## config.mk

```make
export PLATFORM = sky130hd
export DESIGN_NAME = issue_sched_flat
export DESIGN_NICKNAME = d
export VERILOG_FILES = /design/src/rtl/issue_sched_if.sv /design/src/rtl/issue_sched.sv /design/src/flat_wrapper.sv
export SDC_FILE = /design/constraint.sdc
export NUM_CORES = 1
export LEC_CHECK = 0
export CAP_MARGIN = 20
export CORE_ASPECT_RATIO = 0.7
export CORE_MARGIN = 3
export CORE_UTILIZATION = 42
export DETAILED_ROUTE_END_ITERATION = 12
export GPL_TIMING_DRIVEN = 0
export PLACE_DENSITY = 0.76
export SYNTH_ARGS = -nofsm -noshare
export SYNTH_HDL_FRONTEND = slang
export SYNTH_SLANG_ARGS = --single-unit
export TNS_END_PERCENT = 5
```

## constraint.sdc

```tcl
create_clock -name clk -period 2.4 [get_ports clk]
set_input_delay 0.6 -clock clk [delete_from_list [all_inputs] [get_ports clk]]
set_output_delay 0.6 -clock clk [all_outputs]
set_load 0.02 [all_outputs]
```

## src/rtl/issue_sched_if.sv

```systemverilog
`default_nettype none
// ============================================================================
//  Module      : issue_sched_if
//  Description : Fetch-to-decode issue bus between instruction memory and the
//                issue scheduler.
//  Revision    : 1.0 - initial release
// ============================================================================
interface issue_sched_if #(
    parameter int unsigned ISIZE = 16
);
    logic [ISIZE-1:0] instr_in;
    logic             stall_ext;
    logic [ISIZE-1:0] issue_instr;
    logic             issue_valid;
    logic             pc_en;
    logic [15:0]      bubble_cnt;

    // Fetch side: presents words and the memory-busy freeze.
    modport master (
        output instr_in,
        output stall_ext,
        input  issue_instr,
        input  issue_valid,
        input  pc_en,
        input  bubble_cnt
    );

    // Scheduler side.
    modport slave (
        input  instr_in,
        input  stall_ext,
        output issue_instr,
        output issue_valid,
        output pc_en,
        output bubble_cnt
    );
endinterface
`default_nettype wire

```

## src/rtl/issue_sched.sv

```systemverilog
`default_nettype none
// ============================================================================
//  Module      : issue_sched
//  Description : Issue scheduler: forwards fetched words or inserts NOP
//                bubbles for load-use, control-transfer and EXEC cases.
//                Optional bubble statistics counter: ISSUE_STATS_EN.
//  Revision    : 1.0 - initial release
// ============================================================================
module issue_sched #(
    parameter int unsigned    ISIZE      = 16,
    parameter logic [ISIZE-1:0] NOP      = 16'h7000,
    parameter int unsigned    LD_BUBBLES = 1,
    parameter int unsigned    BR_BUBBLES = 2,
    parameter logic [3:0]     EXEC_OP    = 4'hA
) (
    input  wire logic    clk,
    input  wire logic    rst,
    issue_sched_if.slave bus
);

    localparam logic [1:0] c_RUN      = 2'd0;
    localparam logic [1:0] c_LD_HOLD  = 2'd1;
    localparam logic [1:0] c_BR_DRAIN = 2'd2;
    localparam logic [1:0] c_EXEC_GAP = 2'd3;

    localparam logic [1:0] c_LD_LOAD  = 2'(LD_BUBBLES - 1);
    localparam logic [1:0] c_BR_LOAD  = 2'(BR_BUBBLES);

    logic [1:0]       r_state;
    logic [1:0]       r_cnt;
    logic [7:0]       r_last_hi;
    logic             r_resume;
    logic [ISIZE-1:0] r_issue_instr;
    logic             r_issue_valid;

    logic [1:0]       w_state_nxt;
    logic [1:0]       w_cnt_nxt;
    logic [7:0]       w_last_hi_nxt;
    logic             w_resume_nxt;
    logic [ISIZE-1:0] w_instr_nxt;
    logic             w_valid_nxt;
    logic             w_pc_en;

    logic [7:0]       w_last_eff;
    logic [3:0]       w_op;
    logic             w_hazard;
    logic             w_ctrl;
    logic             w_exec;

    // Only the opcode and destination field of the last word matter; the
    // first RUN cycle after a load-use hold sees it as NOP so it cannot re-fire.
    assign w_last_eff = r_resume ? NOP[15:8] : r_last_hi;
    assign w_op       = bus.instr_in[15:12];

    assign w_hazard = (w_last_eff[7:4] == 4'b1000) && (
            ((w_last_eff[3:0] == bus.instr_in[7:4])  && (w_op < 4'd10) && (bus.instr_in[7:4]  != 4'd0)) ||
            ((w_last_eff[3:0] == bus.instr_in[3:0])  && (w_op < 4'd5)  && (bus.instr_in[3:0]  != 4'd0)) ||
            ((w_last_eff[3:0] == bus.instr_in[11:8]) && (w_op > 4'd13) && (bus.instr_in[11:8] != 4'd0)));

    assign w_ctrl = (bus.instr_in[15:14] == 2'b11);
    assign w_exec = (w_op == EXEC_OP);

    always_comb begin
        w_state_nxt   = r_state;
        w_cnt_nxt     = r_cnt;
        w_last_hi_nxt = r_last_hi;
        w_resume_nxt  = r_resume;
        w_instr_nxt   = NOP;
        w_valid_nxt   = 1'b0;
        w_pc_en       = 1'b0;

        case (r_state)
            c_RUN: begin
                w_resume_nxt = 1'b0;
                if (r_resume) begin
                    w_last_hi_nxt = NOP[15:8];
                end
                if (w_hazard) begin
                    w_cnt_nxt = c_LD_LOAD;
                    if (c_LD_LOAD == 2'd0) begin
                        w_resume_nxt = 1'b1;
                    end else begin
                        w_state_nxt = c_LD_HOLD;
                    end
                end else begin
                    w_instr_nxt = bus.instr_in;
                    w_valid_nxt = 1'b1;
                    if (bus.instr_in != NOP) begin
                        w_last_hi_nxt = bus.instr_in[15:8];
                    end
                    if (w_ctrl) begin
                        w_cnt_nxt   = c_BR_LOAD;
                        w_state_nxt = c_BR_DRAIN;
                    end else begin
                        w_pc_en = 1'b1;
                        if (w_exec) begin
                            w_state_nxt = c_EXEC_GAP;
                        end
                    end
                end
            end

            c_LD_HOLD: begin
                w_cnt_nxt = r_cnt - 2'd1;
                if (r_cnt <= 2'd1) begin
                    w_state_nxt  = c_RUN;
                    w_resume_nxt = 1'b1;
                end
            end

            c_BR_DRAIN: begin
                w_cnt_nxt = r_cnt - 2'd1;
                // Last drain bubble lets the redirected PC load.
                if (r_cnt <= 2'd1) begin
                    w_pc_en     = 1'b1;
                    w_state_nxt = c_RUN;
                end
            end

            c_EXEC_GAP: begin
                w_state_nxt = c_RUN;
            end

            default: begin
                w_state_nxt = c_RUN;
            end
        endcase
    end

    always_ff @(posedge clk) begin
        if (rst) begin
            r_state       <= c_RUN;
            r_cnt         <= 2'd0;
            r_last_hi     <= NOP[15:8];
            r_resume      <= 1'b0;
            r_issue_instr <= NOP;
            r_issue_valid <= 1'b0;
        end else if (!bus.stall_ext) begin
            r_state       <= w_state_nxt;
            r_cnt         <= w_cnt_nxt;
            r_last_hi     <= w_last_hi_nxt;
            r_resume      <= w_resume_nxt;
            r_issue_instr <= w_instr_nxt;
            r_issue_valid <= w_valid_nxt;
        end
    end

    assign bus.issue_instr = r_issue_instr;
    assign bus.issue_valid = r_issue_valid;
    assign bus.pc_en       = w_pc_en & ~rst & ~bus.stall_ext;

`ifdef ISSUE_STATS_EN
    logic        w_bubble;
    logic [15:0] r_bubble_cnt;

    // Every non-RUN state issues a bubble; in RUN only a hazard does.
    assign w_bubble = (r_state != c_RUN) || w_hazard;

    always_ff @(posedge clk) begin
        if (rst) begin
            r_bubble_cnt <= 16'h0000;
        end else if (!bus.stall_ext && w_bubble && (r_bubble_cnt != 16'hFFFF)) begin
            r_bubble_cnt <= r_bubble_cnt + 16'd1;
        end
    end

    assign bus.bubble_cnt = r_bubble_cnt;
`else
    assign bus.bubble_cnt = 16'h0000;
`endif

endmodule
`default_nettype wire

```

## src/flat_wrapper.sv

```systemverilog
// flat-port wrapper written by rule: the top's interface ports become plain ports
module issue_sched_flat 
#(
    parameter int unsigned    ISIZE      = 16,
    parameter logic [ISIZE-1:0] NOP      = 16'h7000,
    parameter int unsigned    LD_BUBBLES = 1,
    parameter int unsigned    BR_BUBBLES = 2,
    parameter logic [3:0]     EXEC_OP    = 4'hA
)
  (clk, rst, bus_instr_in, bus_stall_ext, bus_issue_instr, bus_issue_valid, bus_pc_en, bus_bubble_cnt);
  issue_sched_if #(.ISIZE(ISIZE)) bus_i ();
  input  wire logic clk;
  input  wire logic rst;
  input wire logic [$bits(bus_i.instr_in)-1:0] bus_instr_in;
  input wire logic [$bits(bus_i.stall_ext)-1:0] bus_stall_ext;
  output wire logic [$bits(bus_i.issue_instr)-1:0] bus_issue_instr;
  output wire logic [$bits(bus_i.issue_valid)-1:0] bus_issue_valid;
  output wire logic [$bits(bus_i.pc_en)-1:0] bus_pc_en;
  output wire logic [$bits(bus_i.bubble_cnt)-1:0] bus_bubble_cnt;
  assign bus_i.instr_in = bus_instr_in;
  assign bus_i.stall_ext = bus_stall_ext;
  assign bus_issue_instr = bus_i.issue_instr;
  assign bus_issue_valid = bus_i.issue_valid;
  assign bus_pc_en = bus_i.pc_en;
  assign bus_bubble_cnt = bus_i.bubble_cnt;
  issue_sched #(.ISIZE(ISIZE), .NOP(NOP), .LD_BUBBLES(LD_BUBBLES), .BR_BUBBLES(BR_BUBBLES), .EXEC_OP(EXEC_OP)) u_core (.clk(clk), .rst(rst), .bus(bus_i));
endmodule
```

# [After elaboration in Yosys (flattened, before gate mapping)]
# Index checks and enable logic that the tools add are counted.
[word_totals] regBits=30 input_bits=19 output_inout_bits=34
[classes] eq_ne=15 add_sub_neg=1 reduce_logical=20 magnitude_cmp=4 muxes=22 n_bitwise=4
[ops] operator="$mux 16" count=2
[ops] operator="$mux 8" count=3
[ops] operator="$ne 16x15->1 const B" count=1
[ops] operator="$eq 4x4->1" count=3
[ops] operator="$mux 2" count=6
[ops] operator="$reduce_bool 4->1" count=3
[ops] operator="$eq 4x4->1 const B" count=2
[ops] operator="$logic_and 1x1->1" count=7
[ops] operator="$mux 1" count=7
[ops] operator="$eq 2x2->1 const B" count=3
[ops] operator="$ne 3x1->1 const B" count=2
[ops] operator="$pmux 2 s3" count=1
[ops] operator="$reduce_and 3->1" count=2
[ops] operator="$gt 4x4->1 const B" count=1
[ops] operator="$lt 4x3->1 const B" count=1
[ops] operator="$lt 4x4->1 const B" count=1
[ops] operator="$ne 2x1->1 const B" count=2
[ops] operator="$pmux 1 s2" count=2
[ops] operator="$pmux 2 s2" count=1
[ops] operator="$reduce_and 4->1" count=1
[ops] operator="$reduce_bool 2->1" count=2
[ops] operator="$and 1x1->1" count=2
[ops] operator="$eq 2x1->1 const B" count=1
[ops] operator="$le 2x1->1 const B" count=1
[ops] operator="7 further kinds" count=9

# [Logic depth before layout (Yosys ltp)]
[depth] ltp_word=11 depth_mapped=10 mapped_depth_nobuf=8

# [Worst setup path before layout]
# OpenSTA, ideal clock, no wires.
[synth_path] path_type="in2out" start="input bus_instr_in[8]" end="output bus_pc_en" n_path_buf=0 path_stages=6 required_time_ns=1.800 arrival_time_ns=2.052 slack_ns=-0.252 cell_sequence="or4_1 -> nand4_1 -> a2111oi_4 -> o21ai_2 -> a21oi_1 -> nor3_1"
[synth_between] elab_chain_len=9 elab_cells_between_ends=10 classes_between="eq/ne: 1; mux: 2; bitwise: 2; reduce/logical: 5"
[synth_rtl] element="start, declared" line_no="flat_wrapper.sv:14" source="input wire logic [$bits(bus_i.instr_in)-1:0] bus_instr_in;"
[synth_rtl] element="$eq 4x4->1" line_no="issue_sched.sv:58" source="((w_last_eff[3:0] == bus.instr_in[11:8]) && (w_op > 4'd13) && (bus.instr_in[11:8] != 4'd0)));"
[synth_rtl] element="$logic_and 1x1->1" line_no="issue_sched.sv:58"
[synth_rtl] element="$logic_and 1x1->1 (*)" line_no="issue_sched.sv:58"
[synth_rtl] element="$logic_or 1x1->1 (*)" line_no="issue_sched.sv:57" source="((w_last_eff[3:0] == bus.instr_in[3:0]) && (w_op < 4'd5) && (bus.instr_in[3:0] != 4'd0)) ||"
[synth_rtl] element="$logic_and 1x1->1 (*)" line_no="issue_sched.sv:55" source="assign w_hazard = (w_last_eff[7:4] == 4'b1000) && ("
[synth_rtl] element="$mux 1 (*)" line_no="issue_sched.sv:78" source="if (w_hazard) begin"
[synth_rtl] element="$pmux 1 s2 (*)" line_no="issue_sched.sv:72" source="case (r_state)"
[synth_rtl] element="$and 1x1->1 (*) (2 in series)" line_no="issue_sched.sv:150" source="assign bus.pc_en = w_pc_en & ~rst & ~bus.stall_ext;"
[synth_rtl] element="end, declared" line_no="flat_wrapper.sv:18" source="output wire logic [$bits(bus_i.pc_en)-1:0] bus_pc_en;"
# Mark *: on every way between the ends. The rest lies on a longest branch, timed or not.

# [Worst setup path in the final report]
[layout_path] start="input bus_instr_in[14]" end="output bus_pc_en"
[layout_between] elab_chain_len=10 elab_cells_between_ends=18 classes_between="order compare: 3; eq/ne: 1; mux: 3; bitwise: 2; reduce/logical: 9"
[layout_rtl] element="$lt 4x4->1 / $lt 4x3->1 (equally long branches)" line_no="issue_sched.sv:56, issue_sched.sv:57"
[layout_rtl] element="$logic_and 1x1->1 (on tied branches) (2 in series)" line_no="issue_sched.sv:56, issue_sched.sv:57"
[layout_rtl] element="$logic_or 1x1->1" line_no="issue_sched.sv:56" source="((w_last_eff[3:0] == bus.instr_in[7:4]) && (w_op < 4'd10) && (bus.instr_in[7:4] != 4'd0)) ||"
[layout_rtl] element="$logic_or 1x1->1" line_no="issue_sched.sv:57"
[layout_rtl] element="$logic_and 1x1->1" line_no="issue_sched.sv:55"
[layout_rtl] element="$mux 1 (*)" line_no="issue_sched.sv:78"
[layout_rtl] element="$pmux 1 s2 (*)" line_no="issue_sched.sv:72"
[layout_rtl] element="$and 1x1->1 (*) (2 in series)" line_no="issue_sched.sv:150"
# Marked as above.

==> results_dict.tcl <==
set metrics [dict create \
    cp.required_ns 1.80 \
    grt_pass1_vias 1479 \
    vias 1630 \
    cp_max_fo 7 \
    area_delta_synth_final_pct 42.6 \
    grt.overflow.total 0 \
    port_buffers 36 \
    initial_core_util_pct 46.6 \
    initialDrtViolationCount 112 \
    p_total_w 0.00146 \
    cts.sinks 30 \
    seq_area_frac_synth_pct 34.5 \
    dieArea_mm2 0.00497 \
    grtUsageTotal_pct 18.5 \
    synth_cell_types 54 \
    min_period_ns 2.62 \
    fp.dieH_um 59.9 \
    hold_class "register to register" \
    path_clk_slew_ns 0.06 \
    rows 18 \
    via_per_inst 5.22 \
    ys_warn_count 0 \
    finalHoldViolCount 0 \
    drive_gt1_share_pct 34.4 \
    layoutNonFillerInstCount 312 \
    synth_cells 191 \
    gp_congestion 0.876 \
    synth-edff-count 0 \
    firstDrtPassIters 4 \
    p_leak_nw 1.06 \
    io_pins 53 \
    ys.flop_type "dfxtp_1" \
    synth_seq_cells 30 \
    wirelength_um 4460 \
    drc_errors 0 \
    crit_arrival_ns 2.02 \
    worstSetupPathType "input port to output pin" \
    insertion_delay_ns 0.28 \
    violations "negative setup slack" \
    status "finished with violations" \
    async_reset_ff_share_pct 0 \
    max_cap_viol_count 0 \
    pre_cts_ws_ns -1.19 \
    postSynthAreaPerCell_um2 9.13 \
    power_density_mw_per_mm2 587 \
    final_area_mm2 0.00249 \
    antenna_cells 0 \
    tns_ns -0.588 \
    placedCellCount 292 \
    irDropWorstVdd_uv 405 \
    grt_max_degree 11 \
    core-area_mm2 0.00374 \
    cts_buffer_depth 2 \
    synth_area_mm2 0.00174 \
    post-dp-hpwl_um 3090 \
    finalSetupViolCount 12 \
    cts_buffers 5 \
    grt_first_pass_wirelength_um 7270 \
    max_freq_mhz 382 \
    cts_root_buffer "clkbuf_8" \
    ant_nets 0 \
    cts_hold_buf 0 \
    cp-start-kind "input port" \
    end_kind "output pin" \
    die_w_um 83.0 \
    slew_violations 0 \
    cts_tree "done" \
    finalCritPeriodShare_pct 109 \
    num-nets-final 285 \
    htreeDepth 2 \
    placed_area_mm2 0.00223 \
    fin_skew_ns 0.00268 \
    antenna_found_initial 0 \
    grt_setup_unrepaired "yes" \
    final_cell_mix "buf_4 (29), dfxtp_1 (26), nor2_1 (19), clkdlybuf4s50_1 (19), conb_1 (16)" \
    fin_ws_ns -0.216 \
    final_common_cell "buf_4" \
    routedWlPerCell_um 14.3 \
]
[final cells by class]
cell class / count / area, um2
buffer: 25 / 198
fill: 324 / 1250
multi-input combinational: 142 / 1070
tap: 50 / 62.6
clock inverter: 2 / 12.5
clock buffer: 6 / 82.6
timing repair buffer: 48 / 419
sequential: 30 / 608
inverter: 9 / 33.8
[registers in the layout, indices dropped and copies added (netlist names)]
register,flops
u_core.bus.issue_instr,16
u_core.r_last_hi,8
u_core.r_cnt,2
u_core.r_state,2
u_core.bus.issue_valid,1
u_core.r_resume,1
[critical path, stage by stage]
cell and delay [ns]:
clkdlybuf4s15_2 0.25, o21ai_2 0.18, o221a_2 0.19, o211a_1 0.20
o2bb2ai_4 0.14, o21ai_2 0.09, a21oi_2 0.15, nor3_2 0.05
buf_4 0.17
[per-stage QoR]
stage | util (%) | hold WS, ns
2_1_floorplan | - | 0.450
3_3_place_gp | 59.6 | 0.444
3_5_place_dp | 59.6 | 0.447
4_1_cts | 64.9 | 0.456
5_1_grt | 66.5 | 0.469
6_report | 66.5 | 0.455
[cells in the mapped netlist (all sizes together), types with 2 or more instances]
| master | count | share of area (%) |
|---|---|---|
| or2b | 2 | 0.86 |
| xnor2 | 4 | 2.0 |
| nand3 | 2 | 0.57 |
| o21ai | 12 | 3.9 |
| inv | 9 | 1.9 |
| a22o | 12 | 6.0 |
| a211oi | 2 | 0.86 |
| a221oi | 2 | 1.4 |
| ha | 5 | 3.6 |
| a2111oi | 2 | 2.1 |
| nand2 | 5 | 1.1 |
| nor4 | 2 | 0.72 |
| nor3 | 5 | 2.1 |
| nor2 | 20 | 4.3 |
| a21oi | 10 | 3.1 |
| a22oi | 3 | 1.3 |
| a2bb2oi | 2 | 1.4 |
| or3b | 2 | 1.0 |
| and3 | 2 | 0.72 |
| a32o | 4 | 2.6 |
| nand4 | 2 | 0.72 |
| o221a | 2 | 1.3 |
| dfxtp | 30 | 34 |
| clkbuf | 3 | 0.65 |
| buf | 21 | 10 |
| nor2b | 9 | 3.2 |
[final timing paths]
kind / start / end / slack, ns / cells after the start
setup reg to reg: u_core.r_resume / u_core.bus.issue_instr[6] / -0.02 / 10
hold / removal: u_core.bus.issue_instr[15] / u_core.bus.issue_instr[15] / 0.45 / 2
hold reg to reg: u_core.bus.issue_instr[15] / u_core.bus.issue_instr[15] / 0.45 / 2
setup / recovery: bus_instr_in[14] / bus_pc_en / -0.22 / 9
[where the power goes]
group	switching [W]	total, W	internal [W]
logic	0.000242	0.000457	0.000216
clock network	0.000195	0.000426	0.000230
registers	0.0000339	0.000577	0.000544
[metal layers]
metal	track usage, %	share of wire (%)	vias up
met3	4.82	7.5	4
met5	0	0	-
met1	27.5	51	759
met2	25.8	41	61
li1	-	-	806
met4	6.06	0.56	0
[kinds of logic (layout without fill, tap and decap cells)]
family | after synthesis | in the layout | synth area share [%]
compound gates | 60 | 60 | 28.3
flops | 30 | 30 | 34.5
buf+inv | 34 | 90 | 13.1
other cells | 1 | 16 | 0.215
xor+xnor | 5 | 5 | 2.51
fa+ha+maj | 5 | 5 | 3.59
simple gates | 56 | 56 | 17.8
[what timing repair did]
action | CTS | global route
pin swaps | 13 | 10
buffers inserted | 9 | 3
resized for setup | 67 | 19
setup endpoints to repair | 28 | 22
Note: power is estimated with default switching activity, not from simulation.
